<file path="src/rtl/rvh_tlb_miss_arbiter.sv">
// N-channel TLB miss arbiter onto the shared next-level miss port, with outstanding limits and flush drain.
// Define RVH_TLB_ARB_FIXED_PRIO_EN for fixed lowest-index priority instead of round-robin.

module rvh_tlb_miss_arbiter_chk #(
    parameter int NUM_CH = 2
) (
    input logic              clk,
    input logic              rstn,
    input logic              nl_resp_vld_i,
    input logic              resp_legal_i,
    input logic [NUM_CH-1:0] grant_oh_i
);
    // Flag responses that are dropped and check the grant vector is at most one-hot
    always @(posedge clk) begin
        if (rstn) begin
            if (nl_resp_vld_i) begin
                assert (resp_legal_i) else $warning("rvh_tlb_miss_arbiter: illegal next-level response dropped");
            end
            assert ($onehot0(grant_oh_i)) else $error("rvh_tlb_miss_arbiter: multiple grants");
        end
    end
endmodule

module rvh_tlb_miss_arbiter #(
    parameter  int NUM_CH          = 2,
    parameter  int TRANS_ID_WIDTH  = 2,
    parameter  int ASID_WIDTH      = 16,
    parameter  int VPN_WIDTH       = 27,
    parameter  int PTE_WIDTH       = 64,
    parameter  int PAGE_LVL_WIDTH  = 2,
    parameter  int MAX_OUTSTANDING = 2,
    localparam int CH_ID_WIDTH     = (NUM_CH > 1) ? $clog2(NUM_CH) : 1,
    localparam int NL_ID_WIDTH     = CH_ID_WIDTH + TRANS_ID_WIDTH
) (
    input  logic                             clk,
    input  logic                             rstn,
    input  logic [NUM_CH-1:0]                ch_req_vld_i,
    input  logic [NUM_CH*TRANS_ID_WIDTH-1:0] ch_req_trans_id_i,
    input  logic [NUM_CH*ASID_WIDTH-1:0]     ch_req_asid_i,
    input  logic [NUM_CH*VPN_WIDTH-1:0]      ch_req_vpn_i,
    input  logic [NUM_CH*2-1:0]              ch_req_access_type_i,
    output logic [NUM_CH-1:0]                ch_req_rdy_o,
    output logic [NUM_CH-1:0]                ch_resp_vld_o,
    output logic [TRANS_ID_WIDTH-1:0]        ch_resp_trans_id_o,
    output logic [ASID_WIDTH-1:0]            ch_resp_asid_o,
    output logic [VPN_WIDTH-1:0]             ch_resp_vpn_o,
    output logic [PTE_WIDTH-1:0]             ch_resp_pte_o,
    output logic [PAGE_LVL_WIDTH-1:0]        ch_resp_page_lvl_o,
    output logic [1:0]                       ch_resp_access_type_o,
    output logic                             ch_resp_access_fault_o,
    output logic                             ch_resp_page_fault_o,
    output logic                             nl_req_vld_o,
    output logic [NL_ID_WIDTH-1:0]           nl_req_trans_id_o,
    output logic [ASID_WIDTH-1:0]            nl_req_asid_o,
    output logic [VPN_WIDTH-1:0]             nl_req_vpn_o,
    output logic [1:0]                       nl_req_access_type_o,
    input  logic                             nl_req_rdy_i,
    input  logic                             nl_resp_vld_i,
    input  logic [NL_ID_WIDTH-1:0]           nl_resp_trans_id_i,
    input  logic [ASID_WIDTH-1:0]            nl_resp_asid_i,
    input  logic [VPN_WIDTH-1:0]             nl_resp_vpn_i,
    input  logic [PTE_WIDTH-1:0]             nl_resp_pte_i,
    input  logic [PAGE_LVL_WIDTH-1:0]        nl_resp_page_lvl_i,
    input  logic [1:0]                       nl_resp_access_type_i,
    input  logic                             nl_resp_access_fault_i,
    input  logic                             nl_resp_page_fault_i,
    input  logic                             flush_vld_i,
    output logic                             flush_grant_o
);
    localparam logic [2:0] MAX_CNT = 3'(MAX_OUTSTANDING);

    logic                      req_vld_q, req_vld_d;
    logic [NL_ID_WIDTH-1:0]    req_id_q, req_id_d;
    logic [ASID_WIDTH-1:0]     req_asid_q, req_asid_d;
    logic [VPN_WIDTH-1:0]      req_vpn_q, req_vpn_d;
    logic [1:0]                req_at_q, req_at_d;
    logic [2:0]                cnt_q [NUM_CH];
    logic [2:0]                cnt_d [NUM_CH];
    logic [CH_ID_WIDTH-1:0]    start_s;
    logic                      slot_free_s;
    logic [NUM_CH-1:0]         eligible_s;
    logic                      grant_found_s;
    logic                      grant_vld_s;
    logic [CH_ID_WIDTH-1:0]    grant_idx_s;
    logic [NUM_CH-1:0]         grant_oh_s;
    logic [CH_ID_WIDTH-1:0]    resp_ch_s;
    logic [NUM_CH-1:0]         resp_vld_s;
    logic                      all_idle_s;

    // First eligible channel at or after start, wrapping modulo NUM_CH; MSB of result flags a hit
    function automatic logic [CH_ID_WIDTH:0] pick_f(input logic [NUM_CH-1:0] elig,
                                                    input logic [CH_ID_WIDTH-1:0] start);
        logic                   found;
        logic [CH_ID_WIDTH-1:0] idx;
        int                     c;
        found = 1'b0;
        idx   = '0;
        for (int k = 0; k < NUM_CH; k++) begin
            c = (int'(start) + k) % NUM_CH;
            if (!found && elig[c]) begin
                found = 1'b1;
                idx   = CH_ID_WIDTH'(c);
            end else begin
                found = found;
            end
        end
        return {found, idx};
    endfunction

`ifdef RVH_TLB_ARB_FIXED_PRIO_EN
    assign start_s = '0;
`else
    logic [CH_ID_WIDTH-1:0] ptr_q, ptr_d;
    assign start_s = ptr_q;

    // Pointer moves just past the granted channel
    always_comb begin
        ptr_d = ptr_q;
        if (grant_vld_s) begin
            ptr_d = (grant_idx_s == CH_ID_WIDTH'(NUM_CH - 1)) ? '0 : grant_idx_s + CH_ID_WIDTH'(1);
        end else begin
            ptr_d = ptr_q;
        end
    end

    // Round-robin pointer state
    always_ff @(posedge clk or negedge rstn) begin
        if (!rstn) begin
            ptr_q <= '0;
        end else begin
            ptr_q <= ptr_d;
        end
    end
`endif

    assign slot_free_s = ~req_vld_q | nl_req_rdy_i;
    assign resp_ch_s   = nl_resp_trans_id_i[NL_ID_WIDTH-1 -: CH_ID_WIDTH];

    // Eligibility, grant selection, response routing and idle detection
    always_comb begin
        all_idle_s = 1'b1;
        for (int i = 0; i < NUM_CH; i++) begin
            eligible_s[i] = ch_req_vld_i[i] & (cnt_q[i] < MAX_CNT) & ~flush_vld_i;
            resp_vld_s[i] = nl_resp_vld_i & (resp_ch_s == CH_ID_WIDTH'(i)) & (cnt_q[i] != 3'd0);
            all_idle_s    = all_idle_s & (cnt_q[i] == 3'd0);
        end
        {grant_found_s, grant_idx_s} = pick_f(eligible_s, start_s);
        grant_vld_s = slot_free_s & grant_found_s;
        for (int i = 0; i < NUM_CH; i++) begin
            grant_oh_s[i] = grant_vld_s & (grant_idx_s == CH_ID_WIDTH'(i));
        end
    end

    // Request register: load on grant, otherwise empty when the next level takes it
    always_comb begin
        req_vld_d  = req_vld_q;
        req_id_d   = req_id_q;
        req_asid_d = req_asid_q;
        req_vpn_d  = req_vpn_q;
        req_at_d   = req_at_q;
        if (grant_vld_s) begin
            req_vld_d  = 1'b1;
            req_id_d   = {grant_idx_s, ch_req_trans_id_i[int'(grant_idx_s)*TRANS_ID_WIDTH +: TRANS_ID_WIDTH]};
            req_asid_d = ch_req_asid_i[int'(grant_idx_s)*ASID_WIDTH +: ASID_WIDTH];
            req_vpn_d  = ch_req_vpn_i[int'(grant_idx_s)*VPN_WIDTH +: VPN_WIDTH];
            req_at_d   = ch_req_access_type_i[int'(grant_idx_s)*2 +: 2];
        end else if (nl_req_rdy_i) begin
            req_vld_d  = 1'b0;
        end else begin
            req_vld_d  = req_vld_q;
        end
    end

    // Outstanding counters: acceptance adds, a legal response subtracts, both together cancel
    always_comb begin
        for (int i = 0; i < NUM_CH; i++) begin
            case ({grant_oh_s[i], resp_vld_s[i]})
                2'b10:   cnt_d[i] = cnt_q[i] + 3'd1;
                2'b01:   cnt_d[i] = cnt_q[i] - 3'd1;
                default: cnt_d[i] = cnt_q[i];
            endcase
        end
    end

    // Request register and counter state
    always_ff @(posedge clk or negedge rstn) begin
        if (!rstn) begin
            req_vld_q  <= 1'b0;
            req_id_q   <= '0;
            req_asid_q <= '0;
            req_vpn_q  <= '0;
            req_at_q   <= 2'b00;
            for (int i = 0; i < NUM_CH; i++) begin
                cnt_q[i] <= 3'd0;
            end
        end else begin
            req_vld_q  <= req_vld_d;
            req_id_q   <= req_id_d;
            req_asid_q <= req_asid_d;
            req_vpn_q  <= req_vpn_d;
            req_at_q   <= req_at_d;
            for (int i = 0; i < NUM_CH; i++) begin
                cnt_q[i] <= cnt_d[i];
            end
        end
    end

    assign ch_req_rdy_o           = grant_oh_s;
    assign nl_req_vld_o           = req_vld_q;
    assign nl_req_trans_id_o      = req_id_q;
    assign nl_req_asid_o          = req_asid_q;
    assign nl_req_vpn_o           = req_vpn_q;
    assign nl_req_access_type_o   = req_at_q;
    assign ch_resp_vld_o          = resp_vld_s;
    assign ch_resp_trans_id_o     = nl_resp_trans_id_i[TRANS_ID_WIDTH-1:0];
    assign ch_resp_asid_o         = nl_resp_asid_i;
    assign ch_resp_vpn_o          = nl_resp_vpn_i;
    assign ch_resp_pte_o          = nl_resp_pte_i;
    assign ch_resp_page_lvl_o     = nl_resp_page_lvl_i;
    assign ch_resp_access_type_o  = nl_resp_access_type_i;
    assign ch_resp_access_fault_o = nl_resp_access_fault_i;
    assign ch_resp_page_fault_o   = nl_resp_page_fault_i;
    assign flush_grant_o          = flush_vld_i & ~req_vld_q & all_idle_s;

    rvh_tlb_miss_arbiter_chk #(.NUM_CH(NUM_CH)) u_chk (
        .clk           (clk),
        .rstn          (rstn),
        .nl_resp_vld_i (nl_resp_vld_i),
        .resp_legal_i  (|resp_vld_s),
        .grant_oh_i    (grant_oh_s)
    );
endmodule

</file>
<file path="config.mk">
export PLATFORM = sky130hd
export DESIGN_NAME = rvh_tlb_miss_arbiter
export DESIGN_NICKNAME = d
export VERILOG_FILES = /design/src/rtl/rvh_tlb_miss_arbiter.sv
export SDC_FILE = /design/constraint.sdc
export NUM_CORES = 1
export LEC_CHECK = 0
export BUFFER_PORTS_ARGS = -buffer_cell sky130_fd_sc_hd__buf_4
export CELL_PAD_IN_SITES_DETAIL_PLACEMENT = 2
export CELL_PAD_IN_SITES_GLOBAL_PLACEMENT = 2
export CORE_MARGIN = 4
export CORE_UTILIZATION = 18
export CTS_CLUSTER_SIZE = 30
export DETAILED_ROUTE_END_ITERATION = 6
export PLACE_DENSITY_LB_ADDON = 0.1
export SLEW_MARGIN = 30
export SYNTH_ARGS = -nofsm -noshare
export SYNTH_HDL_FRONTEND = slang
export SYNTH_SLANG_ARGS = --single-unit
</file>
<file path="constraint.sdc">
create_clock -name clk -period 2.9 [get_ports clk]
set_input_delay 0 -clock clk [delete_from_list [all_inputs] [get_ports clk]]
set_output_delay 0 -clock clk [all_outputs]
set_load 0.005 [all_outputs]
</file>
==> flow_results.org, run 1 <==
** Layout
- Leaving out fill and tap cells, the most frequent cell in the layout is sky130_fd_sc_hd__buf_4.
- Most frequent cells in the layout :: 163 x sky130_fd_sc_hd__buf_4, 56 x sky130_fd_sc_hd__dfrtp_1, 48 x sky130_fd_sc_hd__dlygate4sd3_1, 47 x sky130_fd_sc_hd__o2111a_1, 47 x sky130_fd_sc_hd__a221o_1
- The number of antenna diodes in the final layout is 0.
- In the final layout, the multi-input gates occupy 1306 sq um.
- Post-layout net count :: 630
- Count of non-filler cells in the finished layout :: 680
- Cell area after layout :: 4967 sq um
- Area Overhead vs Synth :: 33.18%
- Registers take 1401 sq um.
- Count of fill cells added during filler insertion :: 2275
- Of the cells placed in the final design, the portion with a size suffix greater than 1 is 44.15%.

** CTS
- Clock latency on the worst-skew pair, taken at its later pin, is 0.31 ns.
- Count of H-tree levels built during CTS :: 2
- TritonCTS built the clock tree.
- Library cell used as clock root buffer :: sky130_fd_sc_hd__clkbuf_16
- TritonCTS Sinks :: 56
- Reg clk slew, reported paths :: 0.08 ns
- Number of buffers created by CTS :: 5
- Post-CTS repair timing setup buffer count :: 0
- Buffer depth of the longest clock path :: 2

** Worst setup path
- Worst path slowest cell :: sky130_fd_sc_hd__or4b_2
- Counting stages on the worst path, the most repeated cell is sky130_fd_sc_hd__xor2_1.
- Kind of start point of the critical path :: flip-flop
- Cell breakdown of the critical path :: or4b_2 > o211ai_2 > ha_1 > inv_1 > fa_1 > xor2_1 > nor2_1 > xor2_1
- The worst register-to-register path begins at cnt_q[1].
- Required @ worst endpoint :: 3.13 ns
- Worst path arrival time :: 2.66 ns
- R2r setup slk :: 0.47 ns
- Start-to-end type of the worst setup path :: reg2reg
- Depth of the worst register-to-register path :: 8
- In this run the critical register-to-register path is captured at cnt_q[5].
- Capturing element type of the critical path :: flip-flop
- For this run, the slowest stage of the critical path takes 0.68 ns.
- Of all nets on the critical path, the largest fanout is 4.

** Place
- Dpl cell area :: 4323 sq um
- Final estimated routing congestion in global placement :: 0.7024
- Detailed placement HPWL :: 9393 microns
- IO Port Bufs :: 155
- At the placement stage, the worst setup path has a slack of 0.4849 ns.
- Including well taps, the total number of placed cells is 624.

** Synth
- After synthesis, flip-flops and latches occupy 37.57% of the total area.
- Post-synth top area cell :: sky130_fd_sc_hd__dfrtp_1
- Mux share of post-synthesis cell area :: 0.5367%
- Summing the areas of all compound-gate instances in the mapped netlist gives 28.01% of the synthesized area.
- Area share of the leading cell type in the synthesized netlist :: 37.57%
- Number of warnings reported in the yosys synthesis log :: 0
- Largest family of logic cells by synthesized area :: compound AO/OA/AOI/OAI gates
- Fraction of synthesized cell area in xor and xnor cells :: 1.409%
- Synthesized instance count :: 337
- Area of the mapped netlist :: 3730 sq um
- Number of nets produced by synthesis :: 558
- The netlist uses 28 different library cells.
- Flops & latches, synth :: 56
- Of the total synthesized cell area, the portion taken by AND, OR, NAND and NOR gates is 2.717%.
- Share of synthesized cell area in full adder, half adder and majority cells :: 1.744%
- Dominant cells by area after synthesis :: sky130_fd_sc_hd__dfrtp_1 38%, sky130_fd_sc_hd__buf_4 23%, sky130_fd_sc_hd__o2111a_1 14%
- A synthesized cell averages 11.07 sq um.

** Timing
- Setup TNS :: 0 ns
- Across the routed clock network, the largest skew measured is 0.005003 ns.
- Min Tclk post-route :: 2.430 ns
- The number of slew-limit violations in the final report came to 0.
- The total count of hold-check failures in the final report came to 0.
- For the pin with the worst max-slew slack, the measured transition is 0.8285 ns.
- Share of the clock period used by the worst path after layout :: 83.80%
- Number of failing setup endpoints in the final timing report :: 0
- Setup repair after global routing missed its margin :: no
- Final setup slack of the worst path :: 0.4699 ns
- In this run the tightest slew margin relative to its limit is 44.77%.
- Maximum clock rate :: 0.4115 GHz

** Min path
- The worst hold path passes through 0 cells.
- The worst hold path begins at nl_resp_pte_i[10].
- The worst hold path terminates at ch_resp_pte_o[10].
- The tightest min-delay check is of the in2out type.

** Routing
- Number of DRC markers after the initial detailed-route iteration :: 68
- The first TritonRoute pass finished after 4 iterations.
- Total wire length :: 14540 microns
- Count of unresolved DRC violations after routing :: 0
- Wire length per cell after detailed routing :: 21.38 microns
- Ratio of routed vias to standard cells :: 4.472
- The count of nets left with antenna violations once routing finished came out at 0.
- The routed layout has 3041 vias.

** Pwr
- Pwr per Cell Area :: 791.3 nW/um^2
- Maximum resistive drop on vdd :: 0.3734 mV
- Summing internal, switching and leakage power gives 3.931 mW.
- Summed over all cells, the static leakage comes to 2.240 nW.

** Die
- The floorplan step set the die width to 152.0 microns.
- The floorplan step set the die height to 152.0 microns.
- Once the floorplan was initialized, standard cells occupied 18.37% of the core.
- The core region is 20300 sq um.
- Io pins :: 386
- The floorplan step defined a die boundary enclosing 23090 sq um.
- Number of core rows :: 52

** Outcome
- Run status :: finished, final reports clean

** GRT
- Global routing used 12.20% of the available tracks across all layers.
- The via count of the first global-routing pass was 3522.
- Entering global routing, the biggest net connects 57 pins.
- Residual overflow from global routing :: 0
- The first global-routing pass estimated 22110 microns of wire.
- The initial antenna violation count came to 0.

** Run
- Max Cap Violations :: 0
==> critical path: cells and delay by family (launching register included) <==
kind                     cells  cell delay, ns
flip-flops                   1            0.41
AO/OA/AOI/OAI                1            0.21
AND/OR/NAND/NOR              2            0.80
adder cells (fa/ha/maj)      2            0.58
XOR/XNOR                     2            0.30
buffers and inverters        1            0.06
==> state kept, by name (all words and copies together), names as in the netlist <==
signal,cells
nl_req_trans_id_o,3
nl_req_vpn_o,27
cnt_q,6
nl_req_access_type_o,2
nl_req_asid_o,16
nl_req_vld_o,1
ptr_q,1
==> worst max-delay path by stage <==
stage	from	end	slack (ns)	cells past startpoint
2_1_floorplan	cnt_q[1]	cnt_q[5]	0.38	11
3_3_place_gp	cnt_q[1]	cnt_q[5]	0.52	8
3_5_place_dp	cnt_q[1]	cnt_q[5]	0.48	8
4_1_cts	cnt_q[1]	cnt_q[5]	0.47	8
5_1_grt	cnt_q[1]	cnt_q[5]	0.36	8
6_report	cnt_q[1]	cnt_q[5]	0.47	8
==> timing repair <==
item | 4_1_cts | 5_1_grt
hold endpoints to repair | 103 | 0
gates resized for setup | 0 | 0
hold buffers | 48 | 0
==> per-layer routing <==
metal / GRT usage [%] / up-vias / wire (microns)
li1: - / 1314 / -
met1: 13.69 / 1539 / 5684
met2: 20.96 / 138 / 7309
met3: 4.238 / 50 / 1076
met4: 5.351 / 0 / 466
met5: 0 / - / 0
==> Yosys cell counts <==
cell and count:
sky130_fd_sc_hd__xnor2_1 2, sky130_fd_sc_hd__a221o_1 47, sky130_fd_sc_hd__ha_1 2, sky130_fd_sc_hd__mux2i_1 2, sky130_fd_sc_hd__buf_2 1, sky130_fd_sc_hd__dfrtp_1 56
sky130_fd_sc_hd__nand2b_1 1, sky130_fd_sc_hd__a21o_1 2, sky130_fd_sc_hd__buf_4 116, sky130_fd_sc_hd__buf_6 3, sky130_fd_sc_hd__nand3_1 1, sky130_fd_sc_hd__inv_1 7
sky130_fd_sc_hd__xor2_1 4, sky130_fd_sc_hd__nand2_1 1, sky130_fd_sc_hd__fa_1 2, sky130_fd_sc_hd__nor2_1 3, sky130_fd_sc_hd__or4b_4 1, sky130_fd_sc_hd__nor4b_2 1
sky130_fd_sc_hd__nor3b_1 1, sky130_fd_sc_hd__nor4b_1 1, sky130_fd_sc_hd__clkbuf_1 27, sky130_fd_sc_hd__o211ai_2 2, sky130_fd_sc_hd__or4b_1 1, sky130_fd_sc_hd__o2111a_1 47
sky130_fd_sc_hd__inv_2 2, sky130_fd_sc_hd__nor3_1 2, sky130_fd_sc_hd__o21ai_1 1, sky130_fd_sc_hd__and4b_1 1
==> per-stage QoR <==
step                      util, %  hold WS (ns)
final                       24.47   0.000001429
after global placement      21.30    0.00003458
after detailed placement    21.30    0.00003458
after global routing        24.47   0.000007044
after CTS                   24.47    0.00003458
after floorplan                 -       -0.2956
==> cell type report <==
| class | instances | share of cell area, % |
|---|---|---|
| clock buffers | 6 | 2.594 |
| inverters | 9 | 0.6801 |
| repair buffers | 212 | 34.71 |
| flip-flops and latches | 56 | 28.21 |
| multi-input cells | 125 | 26.30 |
| well taps | 270 | 6.801 |
| clock inverters | 2 | 0.7053 |
==> kinds of logic (layout without fill, tap and decap cells) <==
group,count (synthesis),count (layout)
buffers and inverters,156,229
AOI/OAI and AO/OA,99,99
DFF,56,56
and+or+nand+nor,14,14
xor gates and xnor gates,6,6
adders and majority gates,4,4
muxes,2,2
==> power by group <==
group / total (mW) / switching (mW) / internal (mW)
clock: 0.728 / 0.319 / 0.409
sequential: 1.41 / 0.268 / 1.15
combinational: 1.79 / 0.827 / 0.961
total: 3.93 / 1.41 / 2.52
(Power assumes the default switching activity.)
==> inputs of run 2 (changes only) <==
==> constraint.sdc (replaced) <==
create_clock -name clk -period 2.28 [get_ports clk]
set_input_delay 0 -clock clk [delete_from_list [all_inputs] [get_ports clk]]
set_output_delay 0 -clock clk [all_outputs]
set_load 0.005 [all_outputs]
==> run 2 against run 1 <==
Utilization rose by 0.66 points; wire length grew 1.5%; non-clock buffer count is 15 higher; global-route usage grew 0.37 points; critical path type unchanged.
==> flow_results.org, run 2 (synthesis gave the netlist of run 1 again) <==
** Layout
- Most frequent cells in the layout :: 177 x sky130_fd_sc_hd__buf_4, 56 x sky130_fd_sc_hd__dfrtp_1, 48 x sky130_fd_sc_hd__dlygate4sd3_1, 47 x sky130_fd_sc_hd__o2111a_1, 47 x sky130_fd_sc_hd__a221o_1
- The final instance area is 5101 sq um (+2.7%).
- The antenna diode instance count is 0 (unchanged).
- The share of layout cells above drive strength 1 was 47.39% (+3.2 points).
- Count of fill cells added during filler insertion :: 2255 (-0.88%)
- The net count of the finished layout came to 645 (+2.4%).
- The library cell used most frequently in the layout, excluding fill and tap cells, is sky130_fd_sc_hd__buf_4.
- The number of flip-flops under the largest register name was 27 (unchanged).
- Area Overhead vs Synth :: 36.77%
- The number of standard cells in the final layout excluding fillers was 692 (+1.8%).

** Worst setup path
- The signal arrival time at the worst endpoint was 2.43 ns (-0.23 ns).
- Required @ worst endpoint :: 2.50 ns (-0.63 ns)
- Capturing element type of the critical path :: flip-flop
- Start-to-end type of the worst setup path :: reg2reg
- Biggest fanout along the worst timing path :: 2 (-2)
- STA classifies the critical path startpoint as a flip-flop.
- Start point of the critical path :: cnt_q[4]
- The worst register-to-register path begins at cnt_q[4].

** Place
- The total of buffers placed on input and output ports came to 155 (unchanged).
- The standard cell area after detailed placement came to 4403 sq um (+1.9%).
- Final estimated routing congestion in global placement :: 0.6910 (-1.6%)
- The number of placed instances, taps included came to 634 (+1.6%).
- The HPWL after detailed placement is 10130 microns (+7.8%).

** Timing
- Final slew viol count :: 0 (unchanged)
- The final count of negative-setup-slack endpoints is 0 (unchanged).
- Endpoints failing hold :: 0 (unchanged)
- Maximum clock rate :: 0.4532 GHz (+10%)
- Setup repair after global routing could not meet its margin everywhere.
- Setup TNS :: 0 ns (unchanged)
- Share of the clock period used by the worst path after layout :: 96.78% (+13 points)
- The transition time at the pin with the least slew margin is 0.8049 ns (-0.02358 ns).
- Min Tclk post-route :: 2.207 ns (-0.2234 ns)
- The worst relative slew slack was 46.34% (+1.6 points).
- Layout Skew :: 0.005135 ns (+0.0001314 ns)

** GRT
- Residual overflow from global routing :: 0 (unchanged)
- Largest net degree at the start of global routing :: 57 (unchanged)
- The overall track demand over capacity in global routing was 12.57% (+0.37 points).
- Initial antenna violation count :: 0 (unchanged)
- Wire length of the first global-routing pass :: 23050 microns (+4.2%)
- Vias in the first global route :: 3714 (+5.5%)

** Routing
- Via count :: 3109 (+2.2%)
- Number of DRC markers after the initial detailed-route iteration :: 63 (-7.4%)
- Wire length per cell after detailed routing :: 21.33 microns (-0.23%)
- The via count normalized by instance count came to 4.493 (+0.46%).
- The post-route antenna net violation count is 0 (unchanged).
- The first-pass detailed-route iteration total is 4 (unchanged).
- Total wire length :: 14760 microns (+1.5%)
- The DRC violations left came to 0 (unchanged).

** CTS
- CTS placed an instance of sky130_fd_sc_hd__clkbuf_16 at the clock tree root.
- Count of H-tree levels built during CTS :: 2 (unchanged)
- The number of sinks driven by the clock tree is 56 (unchanged).
- Buffer depth of the longest clock path :: 2 (unchanged)
- Number of buffers created by CTS :: 5 (unchanged)
- CTS tree :: yes
- The clock latency reported for the late side of the worst-skew pair came to 0.30 ns (about the same).
- Reg clk slew, reported paths :: 0.07 ns (about the same)

** Min path
- The worst hold path begins at nl_resp_asid_i[13].
- In this run the worst hold path is classified as in2out.

** Die
- The die span in y came to 152.0 microns (unchanged).
- Die boundary width :: 152.0 microns (unchanged)
- The row count was 52 (unchanged).
- The number of top-level pins is 386 (unchanged).
- The initial core utilization is 18.37% (unchanged).
- Overall die area :: 23090 sq um (unchanged)
- The floorplan core area was 20300 sq um (unchanged).

** Run
- The number of violations of the max-capacitance limit came to 0 (unchanged).

** Pwr
- Pwr per Cell Area :: 979.5 nW/um^2 (+24%)
- The maximum VDD drop was 0.3186 mV (-15%).
- Pleak :: 2.315 nW (+3.3%)

** Outcome
- The run finished with clean final reports.
[run 2: changes by cell type in the layout (fill, tap and decap cells not counted), sizes merged]
cell,previous run,this run
bufinv,1,0
clkbuf,6,5
clkinv,1,0
buf,164,179
[run 2: stage by stage]
| step | util [%] | power [mW] | hold slack, ns | setup WS (ns) |
|---|---|---|---|---|
| after global routing | 25.13 | 5.397 | 0.000007026 | -0.07917 |
| after CTS | 24.83 | 5.080 | 0.00003458 | 0.006361 |
| after floorplan | - | 2.954 | -0.2956 | -0.2063 |
| final | 25.13 | 4.996 | 0.000001432 | 0.07332 |
| after global placement | 21.69 | 4.136 | 0.00003458 | -0.01681 |
| after detailed placement | 21.69 | 4.164 | 0.00003458 | -0.07469 |
[run 2: worst max-delay path: stages, from the launching register on]
cell	delay, ns
sky130_fd_sc_hd__dfrtp_1	0.39
sky130_fd_sc_hd__or4b_4	0.55
sky130_fd_sc_hd__o211ai_4	0.21
sky130_fd_sc_hd__ha_4	0.16
sky130_fd_sc_hd__inv_1	0.05
sky130_fd_sc_hd__fa_2	0.33
sky130_fd_sc_hd__xor2_1	0.15
sky130_fd_sc_hd__nor2_1	0.11
sky130_fd_sc_hd__xor2_1	0.17
[run 2: cell type report]
class / count / area [sq um] / area share (%)
multi-input cells: 125 / 1363 / 26.71
well taps: 270 / 337.8 / 6.623
flip-flops and latches: 56 / 1401 / 27.47
repair buffers: 227 / 1841 / 36.08
inverters: 9 / 33.78 / 0.6623
clock buffers: 5 / 125.1 / 2.453
[run 2: timing repair]
item                       CTS  global route
buffers inserted             3             2
pin swaps                    5             5
hold endpoints to repair   103             0
setup endpoints to repair    2             4
hold buffers                48             0
resized for setup            3             6
[run 2: worst paths after layout]
kind | endpoint | slack, ns | cells after the start
setup / recovery | cnt_q[2] | 0.07 | 8
hold / removal | ch_resp_asid_o[13] | 0.000001 | 0
setup reg to reg | cnt_q[2] | 0.07 | 8
hold reg to reg | nl_req_trans_id_o[2] | 0.50 | 1
max in group asynchronous | nl_req_asid_o[9] | 1.42 | 2
min in group asynchronous | cnt_q[3] | 0.33 | 2
[run 2: where the power goes]
part           internal, mW  total [mW]  switching [mW]
Sequential             1.46        1.78           0.318
Combinational          1.34        2.46            1.12
Clock                 0.391       0.762           0.371
Total                  3.19        5.00            1.81
[run 2: layer usage]
layer / GRT usage (%) / part of all wire [%] / vias to the layer above
met5: 0 / 0 / -
met3: 4.096 / 6.8 / 68
met4: 5.565 / 3.8 / 0
li1: - / - / 1340
met1: 13.66 / 38 / 1571
met2: 22.31 / 51 / 130
==> inputs of run 3 (changes only) <==
--- a/config.mk
+++ b/config.mk
@@ -8,10 +8,10 @@
 export BUFFER_PORTS_ARGS = -buffer_cell sky130_fd_sc_hd__buf_4
 export CELL_PAD_IN_SITES_DETAIL_PLACEMENT = 2
 export CELL_PAD_IN_SITES_GLOBAL_PLACEMENT = 2
-export CORE_MARGIN = 4
-export CORE_UTILIZATION = 18
+export CORE_AREA = 4 4 150 152
 export CTS_CLUSTER_SIZE = 30
 export DETAILED_ROUTE_END_ITERATION = 6
+export DIE_AREA = 0 0 154 156
 export PLACE_DENSITY_LB_ADDON = 0.1
 export SLEW_MARGIN = 30
 export SYNTH_ARGS = -nofsm -noshare
==> constraint.sdc (replaced) <==
create_clock -name clk -period 2.66 [get_ports clk]
set_input_delay 0 -clock clk [delete_from_list [all_inputs] [get_ports clk]]
set_output_delay 0 -clock clk [all_outputs]
set_load 0.005 [all_outputs]
==> run 3 against run 2 <==
Combinational power shrank 21%; via count shrank 1.4%; maximum frequency shrank 9.7%; first-iteration DRC count grew 35%; sequential share of layout area grew 0.80 points; clock power shrank 5.8%; utilization shrank 1.5 points; largest cell class unchanged; total power shrank 16%.
==> flow_results.org, run 3 (synthesis gave the netlist of run 1 again) <==
** Outcome
- The run finished with clean final reports.

** CTS
- The number of hold-repair buffers added at the cts stage is 48 (unchanged).
- The number of buffers inserted during clock tree synthesis is 5 (unchanged).
- TritonCTS Sinks :: 56 (unchanged)
- The count of H-tree levels built during CTS came to 2 (unchanged).
- The number of post-CTS setup repair buffers is 0 (-3).
- The clock-pin transition on the worst setup and hold timing paths was 0.08 ns (about the same).
- The maximum buffer depth of the clock tree is 2 (unchanged).
- The clock latency reported for the late side of the worst-skew pair is 0.31 ns (about the same).
- CTS resizes :: 0 (-3)
- Library cell used as clock root buffer :: sky130_fd_sc_hd__clkbuf_16
- CTS tree :: yes

** Worst setup path
- The setup slack on the worst flop-to-flop path is 0.22 ns (+0.14 ns).
- The worst-case reg-to-reg path depth is 8 (unchanged).
- Capturing element type of the critical path :: flip-flop
- Worst path arrival time :: 2.68 ns (+0.25 ns)
- The cell that appears most often on the critical path is sky130_fd_sc_hd__xor2_1.
- Cell breakdown of the critical path :: or4b_2 > o211ai_2 > ha_1 > inv_1 > fa_1 > xor2_1 > nor2_1 > xor2_1
- Combined buffer and inverter count along the critical path :: 1 (unchanged)
- The startpoint identified for the worst register-to-register timing path is cnt_q[1].
- The data required time at the worst endpoint was 2.90 ns (+0.40 ns).
- The endpoint identified for the worst register-to-register timing path is cnt_q[5].
- Kind of start point of the critical path :: flip-flop
- The peak fanout along the critical path is 4 (+2).
- The worst setup path is of the reg2reg kind.
- Family of cells with the greatest summed delay on the critical path :: simple AND/OR/NAND/NOR gates
- Worst path slowest cell :: sky130_fd_sc_hd__or4b_2
- The largest stage delay on the critical path is 0.69 ns (+0.14 ns).

** Layout
- The antenna diode instance count is 0 (unchanged).
- Post-layout net count :: 630 (-2.3%)
- Most frequent cells in the layout :: 163 x sky130_fd_sc_hd__buf_4, 56 x sky130_fd_sc_hd__dfrtp_1, 48 x sky130_fd_sc_hd__dlygate4sd3_1, 47 x sky130_fd_sc_hd__o2111a_1, 47 x sky130_fd_sc_hd__a221o_1
- The share of layout cells above drive strength 1 came to 44.15% (-3.2 points).
- Count of non-filler cells in the finished layout :: 685 (-1.0%)
- Cell area after layout :: 4957 sq um (-2.8%)
- Relative to the synthesized area, the layout overhead comes to 32.91%.
- Seq. cell area :: 1401 sq um (unchanged)
- Commonest non-fill, non-tap cell in the layout :: sky130_fd_sc_hd__buf_4
- The multi-input combinational cell area was 1306 sq um (-4.1%).
- Count of fill cells added during filler insertion :: 2329 (+3.3%)
- The number of flip-flops under the largest register name is 27 (unchanged).
- Final core utilization :: 23.58% (-1.5 points)

** Routing
- The via count normalized by instance count came to 4.474 (-0.41%).
- Drt first pass iters :: 4 (unchanged)
- Via count :: 3065 (-1.4%)
- The DRC violations left was 0 (unchanged).
- Total wire length :: 14950 microns (+1.3%)
- Wire length per cell after detailed routing :: 21.82 microns (+2.3%)
- Number of DRC markers after the initial detailed-route iteration :: 85 (+35%)
- The post-route antenna net violation count was 0 (unchanged).

** Die
- Number of core rows :: 53 (+1.9%)
- Die boundary width :: 154 microns (+1.3%)
- The area of the die was 24020 sq um (+4.1%).
- Starting density of the core :: 17.74% (-0.63 points)
- The number of top-level pins came to 386 (unchanged).
- The floorplan core area was 21020 sq um (+3.6%).
- Die boundary height :: 156 microns (+2.7%)

** GRT
- Initial antenna violation count :: 0 (unchanged)
- The via count of the first global-routing pass is 3628 (-2.3%).
- GRT met2 Usage :: 22.13% (-0.18 points)
- The overall track demand over capacity in global routing is 12.13% (-0.45 points).
- The final global-route overflow total was 0 (unchanged).
- GR Layer Usage met3 :: 3.994% (-0.10 points)
- The global-route track usage on met1 was 12.70% (-0.96 points).
- The global-route wire length before repair is 22470 microns (-2.5%).
- Largest net degree at the start of global routing :: 57 (unchanged)
- Most utilized layer in the global route result :: met2

** Place
- The post-placement worst setup slack came to 0.2492 ns (+0.3239 ns).
- Dpl cell area :: 4312 sq um (-2.1%)
- The total of buffers placed on input and output ports was 155 (unchanged).
- Detailed placement HPWL :: 10070 microns (-0.63%)
- The last weighted congestion value of the routability-driven placer came to 0.6819 (-1.3%).
- The number of placed instances, taps included came to 628 (-0.95%).

** Min path
- Worst Hold Endpoint :: ch_resp_asid_o[13]
- Hold_sp :: nl_resp_asid_i[13]
- Type of the tightest min-delay check :: in2out
- The depth of the worst hold-timing path came to 0 (unchanged).

** Timing
- Final setup slack of the worst path :: 0.2167 ns (+0.1434 ns)
- The transition time at the pin with the least slew margin came to 0.8032 ns (-0.001702 ns).
- Setup TNS :: 0 ns (unchanged)
- The final worst clock skew came to 0.009235 ns (+0.004101 ns).
- The post-route clock period utilization came to 91.85% (-4.9 points).
- The total count of hold-check failures in the final report was 0 (unchanged).
- The upper clock frequency limit was 0.4093 GHz (-9.7%).
- The final-layout worst hold slack came to 0.000001664 ns (+0.0000002316 ns).
- Setup repair after global routing left no endpoint under its margin.
- Final slew viol count :: 0 (unchanged)
- Min Tclk post-route :: 2.443 ns (+0.2366 ns)
- The final count of negative-setup-slack endpoints was 0 (unchanged).
- The worst relative slew slack was 46.45% (+0.11 points).

** Run
- Max Cap Violations :: 0 (unchanged)

** Pwr
- Combinational group share of total power :: 46.1% (-3.1 points)
- The total power divided by cell area is 848.2 nW/um^2 (-13%).
- Total power draw :: 4.205 mW (-16%)
- Int Power :: 2.676 mW (-16%)
- Pleak :: 2.224 nW (-3.9%)
- Switching component of the power :: 1.529 mW (-15%)
- Switching Share :: 36.36% (+0.21 points)
- The maximum VDD drop was 0.2409 mV (-24%).
- The power share of the clock group was 17.1% (+1.9 points).
- Sequential Power Share :: 36.8% (+1.2 points)
run 3: cell count changes in the layout (fill, tap and decap cells not counted), sizes merged:
| cell | change |
|---|---|
| buf | -15 |
| clkbuf | +2 |
| clkinvlp | +1 |
run 3: worst max path at each step:
stage                        start                to  cells past startpoint
final                     cnt_q[1]          cnt_q[5]                      8
after global routing      cnt_q[1]          cnt_q[5]                      8
after CTS                 cnt_q[1]          cnt_q[5]                      8
after detailed placement  cnt_q[5]          cnt_q[2]                      8
after global placement    cnt_q[1]  nl_req_asid_o[6]                      5
after floorplan           cnt_q[1]          cnt_q[5]                     11
run 3: final cells by class:
| class | instances | area share (%) |
|---|---|---|
| Clock buffer | 7 | 2.877 |
| Clock inverter | 1 | 0.1514 |
| Inverter | 9 | 0.7320 |
| Multi-Input combinational cell | 125 | 26.35 |
| Sequential cell | 56 | 28.27 |
| Tap cell | 275 | 6.941 |
| Timing Repair Buffer | 212 | 34.68 |
run 3: worst reg2reg max path: stages (launching register included):
cell and delay [ns]:
sky130_fd_sc_hd__dfrtp_1 0.42, sky130_fd_sc_hd__or4b_2 0.69, sky130_fd_sc_hd__o211ai_2 0.20, sky130_fd_sc_hd__ha_1 0.22, sky130_fd_sc_hd__inv_1 0.06, sky130_fd_sc_hd__fa_1 0.38
sky130_fd_sc_hd__xor2_1 0.15, sky130_fd_sc_hd__nor2_1 0.11, sky130_fd_sc_hd__xor2_1 0.14
run 3: per-layer routing:
layer  vias to the layer above  share of wire, %
met1                      1528                37
met4                         0               3.4
met3                        53               7.5
met2                       164                52
met5                         -                 0
li1                       1320                 -
run 3: power groups by stage:
stage,combinational [mW],sequential [mW],clock (mW)
after floorplan,1.01,1.51,0
after global placement,1.92,1.56,0
after detailed placement,1.93,1.56,0
after CTS,1.99,1.56,0.771
after global routing,2.13,1.61,0.800
final,1.94,1.55,0.718
